--- src/rtl/seq_pkg.sv ---
// Shared definitions for the A-line sequence generator and detector.
// One-hot state encodings and the default phase-counter width.
package seq_pkg;

    localparam int CNT_W_DEF = 8;

    localparam logic [3:0] ST_IDLE  = 4'b0001;
    localparam logic [3:0] ST_HIGH1 = 4'b0010;
    localparam logic [3:0] ST_LOW   = 4'b0100;
    localparam logic [3:0] ST_HIGH2 = 4'b1000;

endpackage

--- src/rtl/phase_cnt.sv ---
// Loadable down-counter timing each phase of the A waveform.
// Priority: clear, then load, then decrement.
module phase_cnt #(
    parameter int CNT_W = 8
) (
    input  logic             sclk,
    input  logic             rst_n,
    input  logic             clr,
    input  logic             load,
    input  logic             dec,
    input  logic [CNT_W-1:0] ld_val,
    output logic             zero
);

    logic [CNT_W-1:0] cnt;

    always_ff @(posedge sclk or negedge rst_n) begin
        if (!rst_n) begin
            cnt <= '0;
        end else if (clr) begin
            cnt <= '0;
        end else if (load) begin
            cnt <= ld_val;
        end else if (dec) begin
            cnt <= cnt - 1'b1;
        end
    end

    assign zero = (cnt == '0);

endmodule

--- src/rtl/seq_stim_gen.sv ---
// Generates the high/low/high A-line pattern that drives a sequence
// detector, with programmable phase lengths and start/busy/done handshake.
module seq_stim_gen
    import seq_pkg::*;
#(
    parameter int CNT_W = CNT_W_DEF
) (
    input  logic             sclk,
    input  logic             rst_n,
    input  logic             start,
    input  logic             abort,
    input  logic [CNT_W-1:0] len_hi1,
    input  logic [CNT_W-1:0] len_lo,
    input  logic [CNT_W-1:0] len_hi2,
    output logic             a_out,
    output logic             busy,
    output logic             done
);

    localparam logic [CNT_W-1:0] ONE = {{(CNT_W-1){1'b0}}, 1'b1};

    function automatic logic [CNT_W-1:0] clamp1(input logic [CNT_W-1:0] v);
        return (v == '0) ? ONE : v;
    endfunction

    logic [3:0]       state;
    logic [3:0]       nxt_state;
    logic             nxt_a;
    logic             nxt_busy;
    logic             nxt_done;
    logic             cnt_clr;
    logic             cnt_ld;
    logic             cnt_dec;
    logic             cnt_zero;
    logic             take;
    logic [CNT_W-1:0] ld_val;
    logic [CNT_W-1:0] lo_len;
    logic [CNT_W-1:0] hi2_len;

    phase_cnt #(
        .CNT_W (CNT_W)
    ) u_cnt (
        .sclk   (sclk),
        .rst_n  (rst_n),
        .clr    (cnt_clr),
        .load   (cnt_ld),
        .dec    (cnt_dec),
        .ld_val (ld_val),
        .zero   (cnt_zero)
    );

    always_comb begin
        nxt_state = state;
        nxt_a     = a_out;
        nxt_busy  = busy;
        nxt_done  = 1'b0;
        cnt_clr   = 1'b0;
        cnt_ld    = 1'b0;
        cnt_dec   = 1'b0;
        take      = 1'b0;
        ld_val    = '0;
        case (state)
            ST_IDLE: begin
                nxt_a    = 1'b0;
                nxt_busy = 1'b0;
                if (start && !abort) begin
                    nxt_state = ST_HIGH1;
                    nxt_a     = 1'b1;
                    nxt_busy  = 1'b1;
                    cnt_ld    = 1'b1;
                    ld_val    = clamp1(len_hi1) - 1'b1;
                    take      = 1'b1;
                end
            end
            ST_HIGH1, ST_LOW, ST_HIGH2: begin
                if (abort) begin
                    nxt_state = ST_IDLE;
                    nxt_a     = 1'b0;
                    nxt_busy  = 1'b0;
                    cnt_clr   = 1'b1;
                end else if (!cnt_zero) begin
                    cnt_dec = 1'b1;
                end else begin
                    unique case (1'b1)
                        state[1]: begin
                            nxt_state = ST_LOW;
                            nxt_a     = 1'b0;
                            cnt_ld    = 1'b1;
                            ld_val    = lo_len - 1'b1;
                        end
                        state[2]: begin
                            nxt_state = ST_HIGH2;
                            nxt_a     = 1'b1;
                            cnt_ld    = 1'b1;
                            ld_val    = hi2_len - 1'b1;
                        end
                        default: begin
                            nxt_state = ST_IDLE;
                            nxt_a     = 1'b0;
                            nxt_busy  = 1'b0;
                            nxt_done  = 1'b1;
                            cnt_clr   = 1'b1;
                        end
                    endcase
                end
            end
            // Corrupted (non-one-hot) state recovers to a quiet IDLE.
            default: begin
                nxt_state = ST_IDLE;
                nxt_a     = 1'b0;
                nxt_busy  = 1'b0;
                cnt_clr   = 1'b1;
            end
        endcase
    end

    always_ff @(posedge sclk or negedge rst_n) begin
        if (!rst_n) begin
            state <= ST_IDLE;
            a_out <= 1'b0;
            busy  <= 1'b0;
            done  <= 1'b0;
        end else begin
            state <= nxt_state;
            a_out <= nxt_a;
            busy  <= nxt_busy;
            done  <= nxt_done;
        end
    end

    always_ff @(posedge sclk or negedge rst_n) begin
        if (!rst_n) begin
            lo_len  <= '0;
            hi2_len <= '0;
        end else if (take) begin
            lo_len  <= clamp1(len_lo);
            hi2_len <= clamp1(len_hi2);
        end
    end

endmodule

--- config.mk ---
export PLATFORM = sky130hd
export DESIGN_NAME = seq_stim_gen
export DESIGN_NICKNAME = d
export VERILOG_FILES = /design/src/rtl/seq_pkg.sv /design/src/rtl/phase_cnt.sv /design/src/rtl/seq_stim_gen.sv
export SDC_FILE = /design/constraint.sdc
export NUM_CORES = 1
export LEC_CHECK = 0
export CAP_MARGIN = 20
export CORE_UTILIZATION = 30
export CTS_CLUSTER_DIAMETER = 30
export DETAILED_ROUTE_END_ITERATION = 10
export GPL_ROUTABILITY_DRIVEN = 0
export SLEW_MARGIN = 10
export SYNTH_ARGS = -nofsm -noshare
export SYNTH_HDL_FRONTEND = slang
export SYNTH_SLANG_ARGS = --single-unit
export TNS_END_PERCENT = 30
--- constraint.sdc ---
create_clock -name sclk -period 4.7 [get_ports sclk]
set_clock_uncertainty 0.1 [all_clocks]
set_input_delay 0.94 -clock sclk [delete_from_list [all_inputs] [get_ports sclk]]
set_output_delay 0.94 -clock sclk [all_outputs]
set_load 0.01 [all_outputs]
==> key figures, run 1 <==
Outcome
  – Status: finished clean

CTS
  – Skew-Pair Late Insertion Delay: 0.29 ns
  – Post-cts sizing count: 0
  – Clk sinks: 31
  – CTS tree: yes
  – Hold-fix buffers, CTS: 0
  – H-tree Lvls: 2
  – Cell chosen for the clock root: clkbuf_8
  – Post-CTS setup buffer count: 0
  – Cts bufs inserted: 5
  – Clock Tree Buf Depth: 2
  – Clk slew on worst S/H paths: 0.06 ns

Synth
  – Syn nets: 258
  – Top post-synthesis cells by area: dfrtp_1 39%, nand2_1 11%, mux2i_1 3.6%, xnor2_1 3.6%, o21ai_0 3.4%
  – Most frequent cell after synthesis: nand2_1
  – Netlist Area Pre-Place: 1930 sq um
  – Synth area leader: dfrtp_1
  – Post-synthesis sequential area ratio: 40.3%
  – Most frequent cells after synthesis: 58 x nand2_1, 30 x dfrtp_1, 13 x o21ai_0
  – Synth warnings: 0
  – Synth top area share: 38.9%
  – Mean Syn Cell Area: 8.49 sq um
  – Ys async rst share: 100%
  – Distinct cells, synth: 45
  – Yosys reg bits: 31
  – Synth Flop Type: dfrtp_1
  – Post-synth EDFFs: 0
  – Mapped Cells: 227

Layout
  – Layout filler cell count: 645
  – # nets final: 287
  – Ant. Diodes: 0
  – Area of the multi-input gates: 1080 sq um
  – Register Area: 777 sq um
  – Area delta synth->final: 22.9%
  – Layout cells sized above 1: 6.27%

Detailed routing
  – DR WL/cell: 14.3 um
  – DRC: 0
  – DR iter-0 viols: 82
  – Routed vias: 1761
  – Post-route ant nets: 0
  – Via/cell ratio: 5.34
  – Routed WL: 4710 um
  – Pre-antenna DRT Iters: 4

Die
  – I/O pin cnt: 31
  – Die Area: 6750 sq um
  – Die Span Y: 82.2 um
  – Die Wd: 82.2 um
  – Core box area: 6060 sq um
  – Initial Util: 31.8%
  – Num rows: 28

GRT
  – Largest net degree at the start of global routing: 32
  – Number of global-route vias before repair: 1749
  – Antenna violations before repair: 0
  – GR Overflow Total: 0
  – Total track usage: 16.2%
  – First-pass GRT wire length: 8110 um

Power
  – Peak VDD IR: 202 uV
  – Pwr dens: 358 nW/um^2
  – Pleak: 0.946 nW

STA
  – RSZ-0062 raised after global routing: no
  – Worst slew pin tran: 0.834 ns
  – Final hold violation count: 0
  – Setup WS post-layout: 1.28 ns
  – Setup tns final: 0 ns
  – Peak Freq: 292 MHz
  – Minimum clock period: 3.42 ns
  – Final setup vio count: 0
  – Fin crit share: 72.8%
  – Final Slew Violations: 0
  – Slew HR: 44.4%

Run
  – Max Cap Viol: 0

Setup path
  – CP required: 4.76 ns
  – WS Path Type: in2reg
  – Crit-path max FO: 5
  – Setup crit start kind: input port
  – Endpoint type of the worst setup path: register
  – Arrival @ worst endpoint: 3.48 ns

Placement
  – Post-Place Worst Slack: 0.953 ns
  – PortBufs: 30
  – HPWL Detailed: 3360 um

Worst hold path
  – Worst hold-check path type: reg2reg
final timing paths:
kind | startpoint | end | slack (ns) | cells past startpoint
max in group asynchronous | rst_n | state[0]$_DFFE_PN1P_ | 3.23 | 2
worst min-delay path | hi2_len[6]$_DFFE_PN0P_ | hi2_len[6]$_DFFE_PN0P_ | 0.37 | 2
worst max register to register | state[2]$_DFFE_PN0P_ | u_cnt.cnt[4]$_DFFE_PN0P_ | 1.71 | 7
min in group asynchronous | rst_n | hi2_len[1]$_DFFE_PN0P_ | 0.94 | 2
worst max-delay path | len_hi1[2] | u_cnt.cnt[4]$_DFFE_PN0P_ | 1.28 | 10
worst min register to register | hi2_len[6]$_DFFE_PN0P_ | hi2_len[6]$_DFFE_PN0P_ | 0.37 | 2
logic make-up (layout without fill, tap and decap cells):
group,count (synthesis),in the layout,synth area share (%)
compound gates,47,47,16.4
fa+ha+maj,3,3,1.95
mux,8,8,4.22
buf+inv,17,45,3.63
simple gates,109,109,28.1
flops,31,31,40.3
xor+xnor,12,12,5.45
per-stage QoR:
step	hold WS [ns]	total power, mW	cells	cell area (sq um)	util (%)
6_report	0.370	0.848	330	2370	39.1
5_1_grt	0.401	0.912	330	2370	39.1
3_5_place_dp	0.359	0.656	324	2300	37.9
3_3_place_gp	0.352	0.654	324	2300	37.9
4_1_cts	0.374	0.856	330	2370	39.1
2_1_floorplan	0.340	0.567	227	1930	-
where the power goes:
| group | internal [mW] | switching, mW | total [mW] | leakage [nW] |
|---|---|---|---|---|
| Combinational | 0.130 | 0.155 | 0.286 | 0.512 |
| Clock | 0.0984 | 0.0953 | 0.194 | 0.0371 |
| Sequential | 0.318 | 0.0506 | 0.368 | 0.397 |
cell type report:
type / count / area share (%)
multi-input cells: 179 / 45.6
flip-flops and latches: 31 / 32.8
repair buffers: 33 / 13.6
well taps: 75 / 3.96
clock buffers: 6 / 3.06
inverters: 6 / 0.950
state kept, by name, indices dropped and copies added (netlist names):
register   flops
a_out          1
busy           1
done           1
hi2_len        8
lo_len         8
state          4
u_cnt.cnt      8
worst max-delay path, stage by stage:
cell,delay (ns)
clkdlybuf4s50_1,0.49
or4_1,0.59
nor4_1,0.36
nor2_1,0.08
ha_1,0.23
nor3b_1,0.16
xnor2_1,0.13
nor2_1,0.06
o311ai_0,0.29
o211ai_1,0.14
placed cells by master (no fill, tap or decap), types with 4 or more instances in the layout:
cell and n:
or4_1 7, inv_1 6, o211ai_1 4, dfrtp_1 30, nor3_1 6, nor4_1 9, a21oi_1 7, nand2_1 58
clkbuf_8 5, clkdlybuf4s50_1 30, o21ai_0 13, nor2_1 10, o31ai_1 4, xnor2_1 8, mux2i_1 7, xor2_1 4
metal layers:
metal	vias up	share of wire [%]	GRT usage, %
met5	-	0	0
met4	0	2.6	8.42
met3	11	4.0	3.30
met2	43	46	25.5
met1	823	48	21.0
li1	884	-	-
Note: power is estimated with default switching activity, not from simulation.
==> run 2, diff against run 1 <==
- clock period: 4.7 -> 3.11 ns (I/O delays scaled with it)
==> run 2 against run 1 <==
  * Global-route usage decreased by 0.15 points
  * Wire length increased by 3.0%
  * Critical path depth is the same
  * Flip-flop and latch count is the same
  * Clock power is 120% higher
  * Sequential power up 51%
==> key figures, run 2 (synthesized netlist as in run 1, its figures left out) <==
Outcome
  – Status: finished clean

STA
  – Setup WS post-layout: 0.210 ns (-1.07 ns)
  – Final hold violation count: 0 (unchanged)
  – Setup tns final: 0 ns (unchanged)
  – Final Slew Violations: 0 (unchanged)
  – Final setup vio count: 0 (unchanged)
  – RSZ-0062 raised after global routing: no
  – Fin crit share: 93.3%
  – Minimum clock period: 2.90 ns
  – Worst slew pin tran: 0.508 ns (-0.326 ns)
  – Worst Hold Slack: 0.371 ns (+0.00164 ns)
  – Peak Freq: 345 MHz
  – Slew HR: 65.6% (+21 points)

GRT
  – Number of global-route vias before repair: 1671 (-4.5%)
  – Largest net degree at the start of global routing: 32 (unchanged)
  – Antenna violations before repair: 0 (unchanged)
  – GR Overflow Total: 0 (unchanged)
  – First-pass GRT wire length: 8130 um (+0.26%)
  – Total track usage: 16.1% (-0.15 points)

Die
  – Die Wd: 82.2 um (unchanged)
  – Num rows: 28 (unchanged)
  – Core box area: 6060 sq um (unchanged)
  – Initial Util: 31.8% (unchanged)
  – Die Span Y: 82.2 um (unchanged)
  – I/O pin cnt: 31 (unchanged)
  – Die Area: 6750 sq um (unchanged)

Detailed routing
  – Routed vias: 1812 (+2.9%)
  – Met2 WL: 2190 um (+1.1%)
  – DR WL/cell: 14.2 um (-0.37%)
  – WL met3: 179 um (-4.3%)
  – DR top layer: met4
  – Routed WL: 4850 um (+3.0%)
  – Post-route ant nets: 0 (unchanged)
  – Met1 WL: 2430 um (+8.7%)
  – Pre-antenna DRT Iters: 4 (unchanged)
  – DRC: 0 (unchanged)
  – DR iter-0 viols: 62 (-24%)
  – Via/cell ratio: 5.31 (-0.42%)

Layout
  – Area delta synth->final: 28.7%
  – # nets final: 296 (+3.1%)
  – Layout filler cell count: 632 (-2.0%)
  – Area of the multi-input gates: 1080 sq um (unchanged)
  – Non-Filler Instances: 341 (+3.3%)
  – Layout cells sized above 1: 10.5% (+4.3 points)
  – Ant. Diodes: 0 (unchanged)
  – Register Area: 777 sq um (unchanged)
  – Commonest non-fill, non-tap cell in the layout: nand2_1
  – Commonest non-fill, non-tap cells in the layout: 58 x nand2_1, 30 x dfrtp_1, 30 x clkdlybuf4s50_1, 13 x o21ai_0, 12 x buf_4
  – Biggest registers after layout: hi2_len x8, lo_len x8, u_cnt.cnt x8

CTS
  – Cell chosen for the clock root: clkbuf_8
  – H-tree Lvls: 2 (unchanged)
  – Hold-fix buffers, CTS: 0 (unchanged)
  – Clk sinks: 31 (unchanged)
  – Clock Tree Buf Depth: 2 (unchanged)
  – Clk slew on worst S/H paths: 0.07 ns (about the same)
  – Cts bufs inserted: 5 (unchanged)
  – CTS tree: yes
  – Skew-Pair Late Insertion Delay: 0.29 ns (about the same)
  – Post-cts sizing count: 0 (unchanged)
  – Post-CTS setup buffer count: 0 (unchanged)

Setup path
  – Crit-path max FO: 2 (-3)
  – R2R Setup Slk: 0.42 ns (-1.29 ns)
  – Arrival @ worst endpoint: 2.95 ns (-0.53 ns)
  – CP required: 3.16 ns (-1.60 ns)
  – Endpoint type of the worst setup path: register
  – Setup crit start kind: input port
  – R2R depth: 7 (unchanged)
  – R2R Path End: u_cnt.cnt[5]$_DFFE_PN0P_
  – WS Path Type: in2reg
  – Worst r2r src: u_cnt.cnt[0]$_DFFE_PN0P_

Power
  – Pwr dens: 571 nW/um^2 (+59%)
  – Pleak: 1.01 nW (+7.2%)
  – Design Power: 1.42 mW (+67%)
  – Peak VDD IR: 301 uV (+49%)

Worst hold path
  – Worst hold path endpoint: hi2_len[6]$_DFFE_PN0P_
  – Hold Crit Start: hi2_len[6]$_DFFE_PN0P_
  – Hold Crit Depth: 2 (unchanged)
  – Worst hold-check path type: reg2reg

Run
  – Max Cap Viol: 0 (unchanged)

Placement
  – HPWL Detailed: 3530 um (+4.9%)
  – Post-Place Worst Slack: -0.0799 ns (-1.03 ns)
  – Inst Count DP: 333 (+2.8%)
  – PortBufs: 30 (unchanged)
run 2: metrics by stage:
| stage | utilization [%] | instance area [sq um] |
|---|---|---|
| after floorplan | - | 1930 |
| after global placement | 39.0 | 2360 |
| after detailed placement | 39.0 | 2360 |
| after CTS | 41.0 | 2480 |
| after global routing | 41.0 | 2480 |
| final | 41.0 | 2480 |
run 2: worst max-delay path by stage:
stage | startpoint | cells past startpoint | to | slack (ns)
final | len_hi1[1] | 10 | u_cnt.cnt[4]$_DFFE_PN0P_ | 0.21
after global routing | len_hi1[1] | 10 | u_cnt.cnt[4]$_DFFE_PN0P_ | 0.03
after CTS | len_hi1[1] | 10 | u_cnt.cnt[4]$_DFFE_PN0P_ | 0.22
after detailed placement | len_hi1[1] | 10 | u_cnt.cnt[4]$_DFFE_PN0P_ | -0.08
after global placement | len_hi1[1] | 10 | u_cnt.cnt[4]$_DFFE_PN0P_ | 0.02
after floorplan | len_hi1[1] | 9 | u_cnt.cnt[4]$_DFFE_PN0P_ | 0.38
run 2: layout make-up:
class,instances,share of cell area (%)
multi-input cells,179,43.5
flip-flops and latches,31,31.3
repair buffers,42,15.7
well taps,75,3.78
clock buffers,6,3.33
clock inverters,2,1.41
inverters,6,0.907
run 2: report_power, final:
group	internal, mW	total (mW)	leakage (nW)	switching (mW)
Sequential	0.480	0.557	0.397	0.0768
Clock	0.259	0.418	0.0612	0.159
Combinational	0.202	0.442	0.556	0.240
run 2: critical path, cell delays in order:
cell and delay [ns]:
clkdlybuf4s50_1 0.42, or4_1 0.58, nor4_1 0.28, nor2_1 0.09, ha_1 0.20, nor3b_1 0.15, xnor2_1 0.13, nor2_1 0.06
o311ai_0 0.29, o211ai_1 0.15
run 2: layer usage:
metal  global-route usage [%]  up-vias
met5                        0        -
met4                     4.21        0
met2                     24.4       36
met1                     22.7      871
li1                         -      899
met3                     3.96        6
==> run 3, diff against run 2 <==
- PLACE_DENSITY: default -> 0.59
==> run 3 against run 2 <==
  * Final cell count is the same
  * Clock-buffer cell count unchanged
  * Hold slack about the same
  * Worst setup slack better by 0.021 ns
  * Flip-flop and latch count unchanged
==> key figures, run 3 (synthesized netlist as in run 1, its figures left out) <==
Outcome
  – Status: finished clean

Die
  – Core box area: 6060 sq um (unchanged)
  – Die Area: 6750 sq um (unchanged)
  – Die Wd: 82.2 um (unchanged)
  – I/O pin cnt: 31 (unchanged)
  – Num rows: 28 (unchanged)
  – Initial Util: 31.8% (unchanged)
  – Die Span Y: 82.2 um (unchanged)

GRT
  – Number of global-route vias before repair: 1701 (+1.8%)
  – First-pass GRT wire length: 8200 um (+0.94%)
  – Total track usage: 16.1% (+0.063 points)
  – Largest net degree at the start of global routing: 32 (unchanged)
  – GR Overflow Total: 0 (unchanged)
  – Antenna violations before repair: 0 (unchanged)

Power
  – Pleak: 1.01 nW (unchanged)
  – Logic pwr share: 31.1% (about the same)
  – Pwr dens: 571 nW/um^2 (+0.11%)
  – Switching power: 477 uW (+0.31%)
  – P_int: 941 uW (about the same)
  – Sequential Power Share: 39.4% (about the same)
  – Sw frac: 33.7% (+0.070 points)
  – Peak VDD IR: 235 uV (-22%)
  – Clock power share: 29.5% (about the same)
  – Design Power: 1.42 mW (+0.11%)

Layout
  – Register Area: 777 sq um (unchanged)
  – Final core occ: 41.0% (unchanged)
  – Area of the multi-input gates: 1080 sq um (unchanged)
  – # nets final: 296 (unchanged)
  – Layout filler cell count: 653 (+3.3%)
  – Area delta synth->final: 28.7% (unchanged)
  – Biggest registers after layout: hi2_len x8, lo_len x8, u_cnt.cnt x8
  – Layout cells sized above 1: 10.5% (unchanged)
  – Ant. Diodes: 0 (unchanged)
  – Design area: 2480 sq um (unchanged)
  – Commonest non-fill, non-tap cells in the layout: 58 x nand2_1, 30 x dfrtp_1, 30 x clkdlybuf4s50_1, 13 x o21ai_0, 12 x buf_4
  – Commonest non-fill, non-tap cell in the layout: nand2_1

Setup path
  – Endpoint type of the worst setup path: register
  – Crit-path max FO: 2 (unchanged)
  – WS Path Type: in2reg
  – Setup crit start kind: input port
  – CP required: 3.16 ns (about the same)
  – Arrival @ worst endpoint: 2.93 ns (-0.02 ns)

Placement
  – PortBufs: 30 (unchanged)
  – Post-DP Area: 2360 sq um (unchanged)
  – HPWL Detailed: 3550 um (+0.63%)

STA
  – Final hold violation count: 0 (unchanged)
  – Final Slew Violations: 0 (unchanged)
  – Peak Freq: 347 MHz (+0.71%)
  – Minimum clock period: 2.88 ns (-0.0205 ns)
  – Fin crit share: 92.6% (-0.66 points)
  – Setup tns final: 0 ns (unchanged)
  – Slew HR: 66.5% (+0.84 points)
  – Final setup vio count: 0 (unchanged)
  – Worst slew pin tran: 0.496 ns (-0.0124 ns)
  – RSZ-0062 raised after global routing: no
  – Worst Hold Slack: 0.372 ns (+0.000296 ns)

CTS
  – Clk slew on worst S/H paths: 0.07 ns (about the same)
  – CTS tree: yes
  – Post-CTS setup buffer count: 0 (unchanged)
  – Clk sinks: 31 (unchanged)
  – Clock Tree Buf Depth: 2 (unchanged)
  – Hold-fix buffers, CTS: 0 (unchanged)
  – Post-cts sizing count: 0 (unchanged)
  – Skew-Pair Late Insertion Delay: 0.28 ns (about the same)
  – H-tree Lvls: 2 (unchanged)
  – Cts bufs inserted: 5 (unchanged)
  – Cell chosen for the clock root: clkbuf_8

Worst hold path
  – Worst hold-check path type: reg2reg

Detailed routing
  – Routed WL: 4820 um (-0.62%)
  – Pre-antenna DRT Iters: 4 (unchanged)
  – Via/cell ratio: 5.32 (about the same)
  – DR WL/cell: 14.1 um (-0.62%)
  – DRC: 0 (unchanged)
  – Post-route ant nets: 0 (unchanged)
  – DR iter-0 viols: 85 (+37%)
  – Routed vias: 1813 (+0.055%)

Run
  – Max Cap Viol: 0 (unchanged)
==> run 3: cell type report <==
| type | count | share of cell area [%] |
|---|---|---|
| well taps | 75 | 3.78 |
| clock buffers | 6 | 3.33 |
| repair buffers | 42 | 15.7 |
| multi-input cells | 179 | 43.5 |
| flip-flops and latches | 31 | 31.3 |
| inverters | 6 | 0.907 |
| clock inverters | 2 | 1.41 |
==> run 3: path summary, 6_finish.rpt <==
check | from | endpoint | slack [ns] | cells after the start
worst min register to register | hi2_len[6]$_DFFE_PN0P_ | hi2_len[6]$_DFFE_PN0P_ | 0.37 | 2
min in group asynchronous | rst_n | hi2_len[1]$_DFFE_PN0P_ | 0.63 | 2
worst max-delay path | len_hi1[1] | u_cnt.cnt[4]$_DFFE_PN0P_ | 0.23 | 10
worst min-delay path | hi2_len[6]$_DFFE_PN0P_ | hi2_len[6]$_DFFE_PN0P_ | 0.37 | 2
max in group asynchronous | rst_n | state[0]$_DFFE_PN1P_ | 1.95 | 2
worst max register to register | u_cnt.cnt[0]$_DFFE_PN0P_ | u_cnt.cnt[3]$_DFFE_PN0P_ | 0.42 | 7
==> run 3: routing by layer <==
layer | up-vias | wire length, um | GRT usage [%] | part of all wire, %
li1 | 903 | - | - | -
met1 | 861 | 2270 | 22.7 | 47
met2 | 47 | 2260 | 24.9 | 47
met3 | 2 | 262 | 2.97 | 5.4
met4 | 0 | 23 | 5.26 | 0.48
met5 | - | 0 | 0 | 0
==> run 3: power by group through the flow <==
| stage | Clock [mW] | Sequential [mW] | Combinational [mW] |
|---|---|---|---|
| detailed placement | 0 | 0.565 | 0.437 |
| floorplan | 0 | 0.536 | 0.321 |
| CTS | 0.426 | 0.558 | 0.442 |
| global route | 0.442 | 0.572 | 0.496 |
| global placement | 0 | 0.562 | 0.435 |
| finish | 0.418 | 0.559 | 0.441 |
==> run 3: worst max-delay path, stage by stage <==
cell and delay, ns:
clkdlybuf4s50_1 0.42, or4_1 0.55, nor4_1 0.30, nor2_1 0.08
ha_1 0.20, nor3b_1 0.15, xnor2_1 0.13, nor2_1 0.06
o311ai_0 0.29, o211ai_1 0.14
==> run 3: metrics by stage <==
step	worst slack (ns)	cells
finish	0.230	341
CTS	0.214	341
global route	0.0267	341
global placement	0.0149	333
detailed placement	-0.0790	333
floorplan	0.376	227
